==> src/rtl/program_loader_pkg.sv <==
// Shared constants and state encoding for the boot-time program loader.
// Imported by the loader interface, packer and top.
package loader_pkg;

    localparam int WORD_SIZE = 32;
    localparam int MEM_DEPTH = 64;
    localparam int ADDR_W    = $clog2(MEM_DEPTH);

    localparam logic [7:0] SYNC_BYTE = 8'hA5;

    typedef enum logic [2:0] {
        IDLE = 3'd0,
        CNT  = 3'd1,
        DATA = 3'd2,
        CHK  = 3'd3,
        DONE = 3'd4,
        ERR  = 3'd5
    } state_e;

    localparam logic [2:0] ST_IDLE = 3'(IDLE);
    localparam logic [2:0] ST_CNT  = 3'(CNT);
    localparam logic [2:0] ST_DATA = 3'(DATA);
    localparam logic [2:0] ST_CHK  = 3'(CHK);
    localparam logic [2:0] ST_DONE = 3'(DONE);
    localparam logic [2:0] ST_ERR  = 3'(ERR);

    // A frame may carry 1..MEM_DEPTH words.
    function automatic logic count_ok(input logic [7:0] c);
        return (c != 8'd0) && (c <= 8'(MEM_DEPTH));
    endfunction

endpackage

==> src/rtl/program_loader_if.sv <==
// Byte stream in, instruction memory write port out.
// The loader uses the slave side; host link plus memory use master.
interface program_loader_if;
    import loader_pkg::*;

    logic                 in_valid;
    logic [7:0]           in_data;
    logic                 in_ready;
    logic                 imem_we;
    logic [ADDR_W-1:0]    imem_addr;
    logic [WORD_SIZE-1:0] imem_wdata;

    modport master (
        output in_valid,
        output in_data,
        input  in_ready,
        input  imem_we,
        input  imem_addr,
        input  imem_wdata
    );

    modport slave (
        input  in_valid,
        input  in_data,
        output in_ready,
        output imem_we,
        output imem_addr,
        output imem_wdata
    );

endinterface

==> src/rtl/program_loader_word_packer.sv <==
// Packs big-endian bytes into instruction words.
// Pulses word_valid for one cycle after the fourth byte of a word.
module word_packer
    import loader_pkg::*;
(
    input  logic                 clk,
    input  logic                 rst,
    input  logic                 clear,
    input  logic                 shift,
    input  logic [7:0]           data,
    output logic [WORD_SIZE-1:0] word,
    output logic                 word_valid,
    output logic                 last
);

    logic [1:0] cnt;

    // High while the next shifted byte completes a word.
    assign last = (cnt == 2'd3);

    // Shift bytes in MSB first and flag each completed word.
    always_ff @(posedge clk) begin
        if (rst || clear) begin
            cnt        <= 2'd0;
            word       <= '0;
            word_valid <= 1'b0;
        end else begin
            word_valid <= shift && last;
            if (shift) begin
                word <= {word[WORD_SIZE-9:0], data};
                cnt  <= cnt + 2'd1;
            end
        end
    end

endmodule

==> src/rtl/program_loader.sv <==
// Frame parser that loads instruction memory and gates core reset.
// The core is released only after a frame with a matching checksum.
module program_loader
    import loader_pkg::*;
(
    input  logic                     clk,
    input  logic                     rst,
    program_loader_if.slave          bus,
    output logic                     cpu_rst,
    output logic                     load_done,
    output logic                     load_err
);

    logic [2:0]           state;
    logic                 ready;
    logic                 accept;
    logic [ADDR_W-1:0]    idx;
    logic [ADDR_W-1:0]    n_last;
    logic [ADDR_W-1:0]    addr;
    logic [7:0]           xsum;
    logic                 pk_clear;
    logic                 pk_shift;
    logic                 pk_last;
    logic                 pk_valid;
    logic [WORD_SIZE-1:0] pk_word;

    assign accept   = bus.in_valid && ready;
    assign pk_shift = accept && (state == ST_DATA);
    assign pk_clear = accept && (state == ST_CNT);

    assign bus.in_ready   = ready;
    assign bus.imem_we    = pk_valid;
    assign bus.imem_addr  = addr;
    assign bus.imem_wdata = pk_word;

    word_packer u_packer (
        .clk        (clk),
        .rst        (rst),
        .clear      (pk_clear),
        .shift      (pk_shift),
        .data       (bus.in_data),
        .word       (pk_word),
        .word_valid (pk_valid),
        .last       (pk_last)
    );

    // Frame FSM: owns word index, write address, checksum and status.
    always_ff @(posedge clk) begin
        if (rst) begin
            state     <= ST_IDLE;
            ready     <= 1'b0;
            idx       <= '0;
            n_last    <= '0;
            addr      <= '0;
            xsum      <= 8'd0;
            cpu_rst   <= 1'b1;
            load_done <= 1'b0;
            load_err  <= 1'b0;
        end else begin
            ready <= 1'b1;
            if (accept) begin
                unique case (state)
                    ST_IDLE, ST_DONE, ST_ERR: begin
                        if (bus.in_data == SYNC_BYTE) begin
                            state     <= ST_CNT;
                            cpu_rst   <= 1'b1;
                            load_done <= 1'b0;
                            load_err  <= 1'b0;
                        end
                    end
                    ST_CNT: begin
                        if (count_ok(bus.in_data)) begin
                            n_last <= ADDR_W'(bus.in_data - 8'd1);
                            idx    <= '0;
                            xsum   <= 8'd0;
                            state  <= ST_DATA;
                        end else begin
                            state    <= ST_ERR;
                            load_err <= 1'b1;
                        end
                    end
                    ST_DATA: begin
                        xsum <= xsum ^ bus.in_data;
                        if (pk_last) begin
                            addr <= idx;
                            idx  <= idx + 1'b1;
                            if (idx == n_last) begin
                                state <= ST_CHK;
                            end
                        end
                    end
                    ST_CHK: begin
                        if (bus.in_data == xsum) begin
                            state     <= ST_DONE;
                            cpu_rst   <= 1'b0;
                            load_done <= 1'b1;
                        end else begin
                            state    <= ST_ERR;
                            load_err <= 1'b1;
                        end
                    end
                    default: begin
                        state <= ST_IDLE;
                    end
                endcase
            end
        end
    end

endmodule

==> src/flat_wrapper.sv <==
// flat-port wrapper written by rule: the top's interface ports become plain ports
module program_loader_flat import loader_pkg::*;
  (clk, rst, cpu_rst, load_done, load_err, bus_in_valid, bus_in_data, bus_in_ready, bus_imem_we, bus_imem_addr, bus_imem_wdata);
  program_loader_if bus_i ();
  input  logic clk;
  input  logic rst;
  output logic cpu_rst;
  output logic load_done;
  output logic load_err;
  input wire logic [$bits(bus_i.in_valid)-1:0] bus_in_valid;
  input wire logic [$bits(bus_i.in_data)-1:0] bus_in_data;
  output wire logic [$bits(bus_i.in_ready)-1:0] bus_in_ready;
  output wire logic [$bits(bus_i.imem_we)-1:0] bus_imem_we;
  output wire logic [$bits(bus_i.imem_addr)-1:0] bus_imem_addr;
  output wire logic [$bits(bus_i.imem_wdata)-1:0] bus_imem_wdata;
  assign bus_i.in_valid = bus_in_valid;
  assign bus_i.in_data = bus_in_data;
  assign bus_in_ready = bus_i.in_ready;
  assign bus_imem_we = bus_i.imem_we;
  assign bus_imem_addr = bus_i.imem_addr;
  assign bus_imem_wdata = bus_i.imem_wdata;
  program_loader u_core (.clk(clk), .rst(rst), .bus(bus_i), .cpu_rst(cpu_rst), .load_done(load_done), .load_err(load_err));
endmodule
==> config.mk <==
export PLATFORM = sky130hd
export DESIGN_NAME = program_loader_flat
export DESIGN_NICKNAME = d
export VERILOG_FILES = /design/src/rtl/program_loader_pkg.sv /design/src/rtl/program_loader_if.sv /design/src/rtl/program_loader_word_packer.sv /design/src/rtl/program_loader.sv /design/src/flat_wrapper.sv
export SDC_FILE = /design/constraint.sdc
export NUM_CORES = 1
export LEC_CHECK = 0
export ABC_AREA = 1
export CAP_MARGIN = 20
export CORE_MARGIN = 2
export CORE_UTILIZATION = 35
export DETAILED_ROUTE_END_ITERATION = 8
export REMOVE_ABC_BUFFERS = 1
export SYNTH_ARGS = -nofsm -noshare
export SYNTH_HDL_FRONTEND = slang
export SYNTH_SLANG_ARGS = --single-unit
==> constraint.sdc <==
create_clock -name clk -period 2.34 [get_ports clk]
set_input_delay 0.351 -clock clk [delete_from_list [all_inputs] [get_ports clk]]
set_output_delay 0.351 -clock clk [all_outputs]
set_load 0.01 [all_outputs]
==> summary.md, run 1 <==
| Metric | Value |
|---|---|
| Status | `complete, no violations` |
| Largest net degree at the start of global routing | `36` |
| Rel. slew slack | `0.786` |
| Cell taking the most area after synthesis | `dfxtp_1` |
| Post-DP Area | `approximately 0.0037 mm2` |
| Total GRT Usage | `0.150` |
| Crit path DAT | `between 2 and 2.5 ns` |
| Worst Setup Path Type | `in -> reg` |
| Slew Viols, Final | `0` |
| DP Worst Slack | `between 0.15 and 0.2 ns` |
| Top FF cell, synth | `dfxtp_1` |
| Pwr dens | `about 550 mW/mm2` |
| Cells after synthesis | `between 400 and 500` |
| Lkg Pwr | `1.53 nW` |
| Finished Core Util | `0.457` |
| PnR worst setup slack | `about 0.54 ns` |
| Post-synth ARST share | `0` |
| Global-route wire length before repair | `11,700 um` |
| Max-cap violations | `0` |
| Synth Register Bits | `68` |
| Max frequency | `between 500 and 600 MHz` |
| Crit end category | `flop` |
| Core footprint | `approximately 0.0086 mm2` |
| Final GP Congestion | `0.805` |
| DR vias | `2,780` |
| Final setup TNS | `0 ns` |
| Num ports | `between 50 and 60` |
| Final Skew | `0.00806 ns` |
| Worst IR Drop VDD | `approximately 280 uV` |
| Clk slew on worst S/H paths | `about 0.08 ns` |
| Fraction of final layout cells sized beyond drive strength 1 | `0.0837` |
| Detailed Place HPWL | `around 5100 um` |
| First DRT Iteration DRCs | `between 70 and 80` |
| Root Driver | `clkbuf_8` |
| Number of hold buffers added after CTS | `0` |
| Worst-path cell chain | `clkdlybuf4s50_1 > inv_1 > ha_1 > nand2_1 > nor2_2 > nand3_1 > nand2_1 > nand3_1 > buf_4 > o21ai_0 > a21oi_1` |
| Crit path largest cell delay | `roughly 0.44 ns` |
| Post-CTS setup buffers | `0` |
| CTS tree | `built` |
| Top cells by area, synth | `dfxtp_1 (44%), nand2_1 (16%), a21oi_1 (9.0%), inv_1 (4.9%), nand3_1 (4.4%)` |
| Via/cell ratio | `4.65` |
| RSZ-0062 raised after global routing | `false` |
| Worst path slowest cell | `clkdlybuf4s50_1` |
| Post-route cell area | `roughly 0.0039 mm2` |
| PostCTS Resize Cnt | `0` |
| Worst skew pair latency | `between 0.3 and 0.4 ns` |
| Final min period | `1.80 ns` |
| Vias in the first global route | `~2,500` |
| Die area | `~0.0095 mm2` |
| Area growth, synth to finish | `28.4%` |
| Syn Area/Cell | `between 7 and 8 um2` |
| CP max FO | `13` |
| Routed len/inst | `approximately 11 um` |
| Final setup fails | `0` |
| Crit path required time | `approximately 2.6 ns` |
| Drt pass-1 iters | `4` |
| Slew @ Worst Pin | `0.318 ns` |
| Total grt overflow | `0` |
| Final hold vios | `0` |
| H-Tree Depth | `3` |
| CP Launch Type | `primary input` |
| Initial antenna violation count | `0` |
| WL final | `roughly 6800 um` |
| Final period utilization | `0.768` |
| Seq/Total Area, Yosys | `0.445` |
| Die height | `97.5 um` |
| Antenna Cells | `0` |
| Most instantiated cells after synthesis | `nand2_1 (130), dfxtp_1 (68), a21oi_1 (55)` |
| Hold WC Path Type | `reg -> reg` |
| Synth Warn # | `0` |
| Cell family with most CP delay | `buffers and inverters` |
| Total CTS buffers | `9` |
| Final nets | `501` |
| Starting Density | `0.356` |
| Post-synth top area share | `0.445` |
| Post-synth EDFFs | `0` |
| Clock sink count | `a little under 70` |
| # DRC | `0` |
| Clk buf depth | `2` |
| Antenna viol nets, final | `0` |
| Rows | `34` |
| Fillers | `between 800 and 900` |
| Die width | `~97 um` |
| Most common cell in the netlist | `nand2_1` |
| # port buffers | `53` |
| Yosys cell types | `28` |
| Bufs and invs on worst path | `3` |
| Mapped Area | `0.00306 mm2` |
-- routing by layer --
| metal | vias to the layer above | part of all wire | global-route usage |
|---|---|---|---|
| met2 | 55 | 0.47 | 0.245 |
| met3 | 9 | 0.038 | 0.0331 |
| met5 | - | 0 | 0 |
| met4 | 0 | 0.016 | 0.0577 |
| met1 | 1239 | 0.47 | 0.193 |
| li1 | 1477 | - | - |
-- worst min-delay path, delay by kind of cell (launching register included) --
family | cells | cell delay (ns)
buf+inv | 1 | 0.05
compound gates | 1 | 0.05
flops | 1 | 0.31
-- cells by family (layout without fill, tap and decap cells) --
family                     Yosys count  after routing  synth area share
AOI/OAI and AO/OA                   80             80             0.140
buffers and inverters               60            124            0.0806
and+or+nand+nor                    204            204             0.288
adders and majority gates            5              5            0.0204
xor gates and xnor gates             9              9            0.0258
DFF                                 68             68             0.445
-- sequential cells by signal, indices dropped and copies added (netlist names) --
| name | cells |
|---|---|
| u_core.bus.imem_addr | 6 |
| u_core.u_packer.cnt | 2 |
| u_core.state | 3 |
| u_core.u_packer.word | 32 |
| u_core.load_done | 1 |
| u_core.cpu_rst | 1 |
| u_core.xsum | 8 |
| u_core.u_packer.word_valid | 1 |
| u_core.idx | 6 |
| u_core.n_last | 6 |
| u_core.load_err | 1 |
| u_core.bus.in_ready | 1 |
-- cells in the final DEF, fill, tap and decap left out --
| cell | instances |
|---|---|
| a211oi_1 | 8 |
| xor2_1 | 9 |
| nor2_8 | 1 |
| ha_1 | 5 |
| nand2_1 | 130 |
| nand4_1 | 3 |
| clkinv_1 | 1 |
| clkinvlp_4 | 2 |
| nand2_4 | 3 |
| o21bai_1 | 1 |
| buf_4 | 10 |
| nand3_2 | 1 |
| nand3_1 | 27 |
| nand2_2 | 2 |
| inv_2 | 3 |
| nand3_4 | 1 |
| dfxtp_1 | 68 |
| inv_1 | 40 |
| clkdlybuf4s50_1 | 53 |
| nor2_2 | 2 |
| a21oi_1 | 55 |
| o21ai_1 | 3 |
| buf_12 | 1 |
| or2_2 | 1 |
| clkbuf_8 | 12 |
| clkinv_2 | 1 |
| clkbuf_1 | 1 |
| o21a_1 | 1 |
| nor2_1 | 31 |
| nor3_1 | 2 |
| o21ai_0 | 11 |
| a21oi_2 | 1 |
-- cell type report --
class,instances,area [um2],area share
Multi-Input combinational cell,298,1450,0.370
Clock buffer,13,169,0.0430
Tap cell,108,135,0.0344
Sequential cell,68,1360,0.347
Inverter,44,165,0.0421
Timing Repair Buffer,64,626,0.159
Clock inverter,3,20.0,0.00510
-- through the flow --
step                instances  total power [mW]  hold WS [ns]
floorplan                 410              1.23         0.420
global placement          582              1.28         0.448
detailed placement        582              1.29         0.453
CTS                       598              2.20         0.463
global route              598              2.26         0.483
finish                    598              2.16         0.455
-- final timing paths --
path         slack, ns  depth (start not counted)             from                to
max               0.54                         11   bus_in_data[1]  u_core.n_last[1]
max reg2reg       0.80                          7  u_core.state[1]     u_core.idx[1]
min reg2reg       0.45                          2  u_core.load_err   u_core.load_err
min               0.45                          2  u_core.load_err   u_core.load_err
-- where the power goes --
group	leakage, nW	internal, mW	total, mW	switching (mW)
Combinational	0.888	0.0382	0.0994	0.0611
Clock	0.0917	0.470	0.907	0.437
Sequential	0.548	1.16	1.16	0.000527
No activity file was read; power rests on OpenSTA's default activity.
==> run 2: changes to the inputs <==
Clock period 2.34 ns to 1.6 ns, I/O delays scaled along.
==> run 2 against run 1 <==
Effect of this change:
- flip-flop and latch count did not move
- clock power rose by 44%
- critical path depth fell by 1
- sequential share of layout area fell by 2.6 points
- combinational power rose by 93%
- worst setup slack got worse by 0.46 ns
- first-iteration DRC count rose by 40%
- non-clock buffer count rose by 22
- global-route usage rose by 0.37 points
- clock skew rose by 0.0011 ns
- clock-buffer cell count fell by 2
- sequential power rose by 46%
- largest power group unchanged
==> summary.md, run 2 (synthesis gave the netlist of run 1 again) <==
| Metric | Value |
|---|---|
| Global-route wire length before repair | `12,100 um (+3.1%)` |
| Die area | `0.00950 mm2 (unchanged)` |
| Rows | `34 (unchanged)` |
| Finished Core Util | `0.494 (+0.0368)` |
| Slew @ Worst Pin | `0.362 ns (+0.0434 ns)` |
| Worst skew pair latency | `0.34 ns (about the same)` |
| Crit path required time | `1.87 ns (-0.70 ns)` |
| Area growth, synth to finish | `38.7%` |
| Hold WS | `0.361 ns (-0.0937 ns)` |
| Final Skew | `0.00918 ns (+0.00112 ns)` |
| Commonest non-fill, non-tap cell in the layout | `nand2_1` |
| Crit end category | `flop` |
| Register area | `0.00136 mm2 (unchanged)` |
| CP max FO | `2 (-11)` |
| Total CTS buffers | `9 (unchanged)` |
| Status | `complete, no violations` |
| Final nets | `524 (+4.6%)` |
| CP Launch Type | `primary input` |
| Starting Density | `0.356 (unchanged)` |
| Final Power | `3.20 mW (+48%)` |
| WL final | `7260 um (+6.3%)` |
| Multi-input gate area | `0.00155 mm2 (+6.5%)` |
| Worst IR Drop VDD | `381 uV (+37%)` |
| Largest regs | `u_core.u_packer.word (32), u_core.xsum (8)` |
| Critical path endpoint | `u_core.load_err` |
| Die width | `97.5 um (unchanged)` |
| Reg with most FFs | `u_core.u_packer.word` |
| Crit path DAT | `1.79 ns (-0.24 ns)` |
| Worst Setup Path Type | `in -> reg` |
| Routed len/inst | `11.7 um (+2.3%)` |
| CTS tree | `built` |
| Drt pass-1 iters | `4 (unchanged)` |
| Clock sink count | `68 (unchanged)` |
| Worst Setup SP | `bus_in_data[5]` |
| Cell family with most CP delay | `buffers and inverters` |
| Placed cell count | `603 (+3.6%)` |
| Root Driver | `clkbuf_8` |
| Antenna Cells | `0 (unchanged)` |
| Max frequency | `~660 MHz` |
| First DRT Iteration DRCs | `109 (+40%)` |
| Fraction of final layout cells sized beyond drive strength 1 | `0.166 (+0.0820)` |
| Num ports | `54 (unchanged)` |
| R2R Setup Slk | `0.13 ns (-0.67 ns)` |
| Final setup fails | `0 (unchanged)` |
| Largest net degree at the start of global routing | `36 (unchanged)` |
| Detailed Place HPWL | `5190 um (+2.5%)` |
| Total GRT Usage | `0.154 (+0.00367)` |
| Cells on worst reg2reg path | `6 (-1)` |
| Via/cell ratio | `4.67 (+0.45%)` |
| DR vias | `2,900 (+4.3%)` |
| Antenna viol nets, final | `0 (unchanged)` |
| # DRC | `0 (unchanged)` |
| Core footprint | `0.00859 mm2 (unchanged)` |
| Bufs and invs on worst path | `3 (unchanged)` |
| R2R Path Start | `u_core.bus.in_ready` |
| WP depth | `10 (-1)` |
| Clk slew on worst S/H paths | `0.08 ns (about the same)` |
| Initial antenna violation count | `0 (unchanged)` |
| Final period utilization | `0.950` |
| Fillers | `853 (-3.2%)` |
| Die height | `97.5 um (unchanged)` |
| Commonest non-fill, non-tap cells in the layout | `nand2_1 (124), dfxtp_1 (68), a21oi_1 (51), clkdlybuf4s50_1 (51), inv_1 (38)` |
| Number of hold buffers added after CTS | `0 (unchanged)` |
| Clk buf depth | `2 (unchanged)` |
| Max reg flops | `32 (unchanged)` |
| # port buffers | `53 (unchanged)` |
| Layout Cells excl Fill | `621 (+3.8%)` |
| Crit path largest cell delay | `0.45 ns (about the same)` |
| Total grt overflow | `0 (unchanged)` |
| Max-cap violations | `0 (unchanged)` |
| Worst-path cell chain | `clkdlybuf4s50_1 > nor3_1 > buf_4 > nand2_1 > nand2_2 > nand2_2 > buf_4 > nand2_1 > nand3_1 > a21oi_1` |
| Lkg Pwr | `1.67 nW (+9.6%)` |
| Worst path slowest cell | `clkdlybuf4s50_1` |
| Hold WC Path Type | `in -> reg` |
| Final min period | `1.52 ns` |
| Final hold vios | `0 (unchanged)` |
| Rel. slew slack | `0.759 (-0.0273)` |
| Slew Viols, Final | `0 (unchanged)` |
| Pwr dens | `754 mW/mm2 (+37%)` |
| Reg2Reg Capture Point | `u_core.u_packer.word[0]` |
| Final GP Congestion | `0.847 (+5.2%)` |
| H-Tree Depth | `3 (unchanged)` |
| Vias in the first global route | `2,592 (+2.0%)` |
[run 2: changes by cell type in the layout (fill, tap and decap cells not counted), sizes merged]
cell,previous run,this run
clkdlybuf4s50,53,51
clkinvlp,2,3
buf,11,32
clkbuf,13,12
dlymetal6s2s,0,2
nand2,135,136
clkinv,2,3
[run 2: layer usage]
layer | part of all wire | track usage
met4 | 0.0098 | 0.0385
met2 | 0.47 | 0.256
met1 | 0.47 | 0.198
met3 | 0.047 | 0.0410
met5 | 0 | 0
[run 2: timing repair]
| action | CTS | global route |
|---|---|---|
| setup endpoints to repair | 0 | 26 |
| setup buffers | 0 | 0 |
| resized for setup | 0 | 34 |
[run 2: power by group]
part	leakage [nW]	switching, mW	internal, mW
clock network	0.0876	0.667	0.646
logic	1.04	0.105	0.0866
registers	0.548	0.000777	1.69
total	1.67	0.774	2.43
[run 2: how the worst min path moves through the flow]
stage	start	endpoint	slack, ns	cells after the start
6_report	bus_in_data[0]	u_core.u_packer.word[0]	0.36	4
5_1_grt	bus_in_data[0]	u_core.u_packer.word[0]	0.37	4
4_1_cts	u_core.u_packer.word[28]	u_core.u_packer.word[28]	0.46	2
3_5_place_dp	u_core.u_packer.word[25]	u_core.u_packer.word[25]	0.45	2
3_3_place_gp	u_core.u_packer.word[24]	u_core.u_packer.word[24]	0.45	2
2_1_floorplan	rst	u_core.idx[2]	0.31	1
[run 2: worst reg2reg max path: cells and delay by family (launching register included)]
family	cells	cell delay, ns
simple gates	3	0.45
buf+inv	2	0.37
flops	1	0.31
compound gates	1	0.26
[run 2: area by class of cell]
class | instances | area share
clock buffer | 11 | 0.0357
clock inverter | 5 | 0.00855
inverter | 44 | 0.0389
multi-input combinational | 299 | 0.364
sequential | 68 | 0.321
tap | 108 | 0.0318
timing repair buffer | 86 | 0.200
[run 2: metrics by stage]
stage | setup TNS (ns) | instance area, um2 | setup slack [ns]
final | 0 | 4240 | 0.0803
after floorplan | -5.66 | 2980 | -0.188
after detailed placement | -11.09 | 3920 | -0.364
after global routing | -0.00132 | 4240 | -0.00104
after global placement | -9.69 | 3920 | -0.311
after CTS | 0 | 4110 | 0.00301
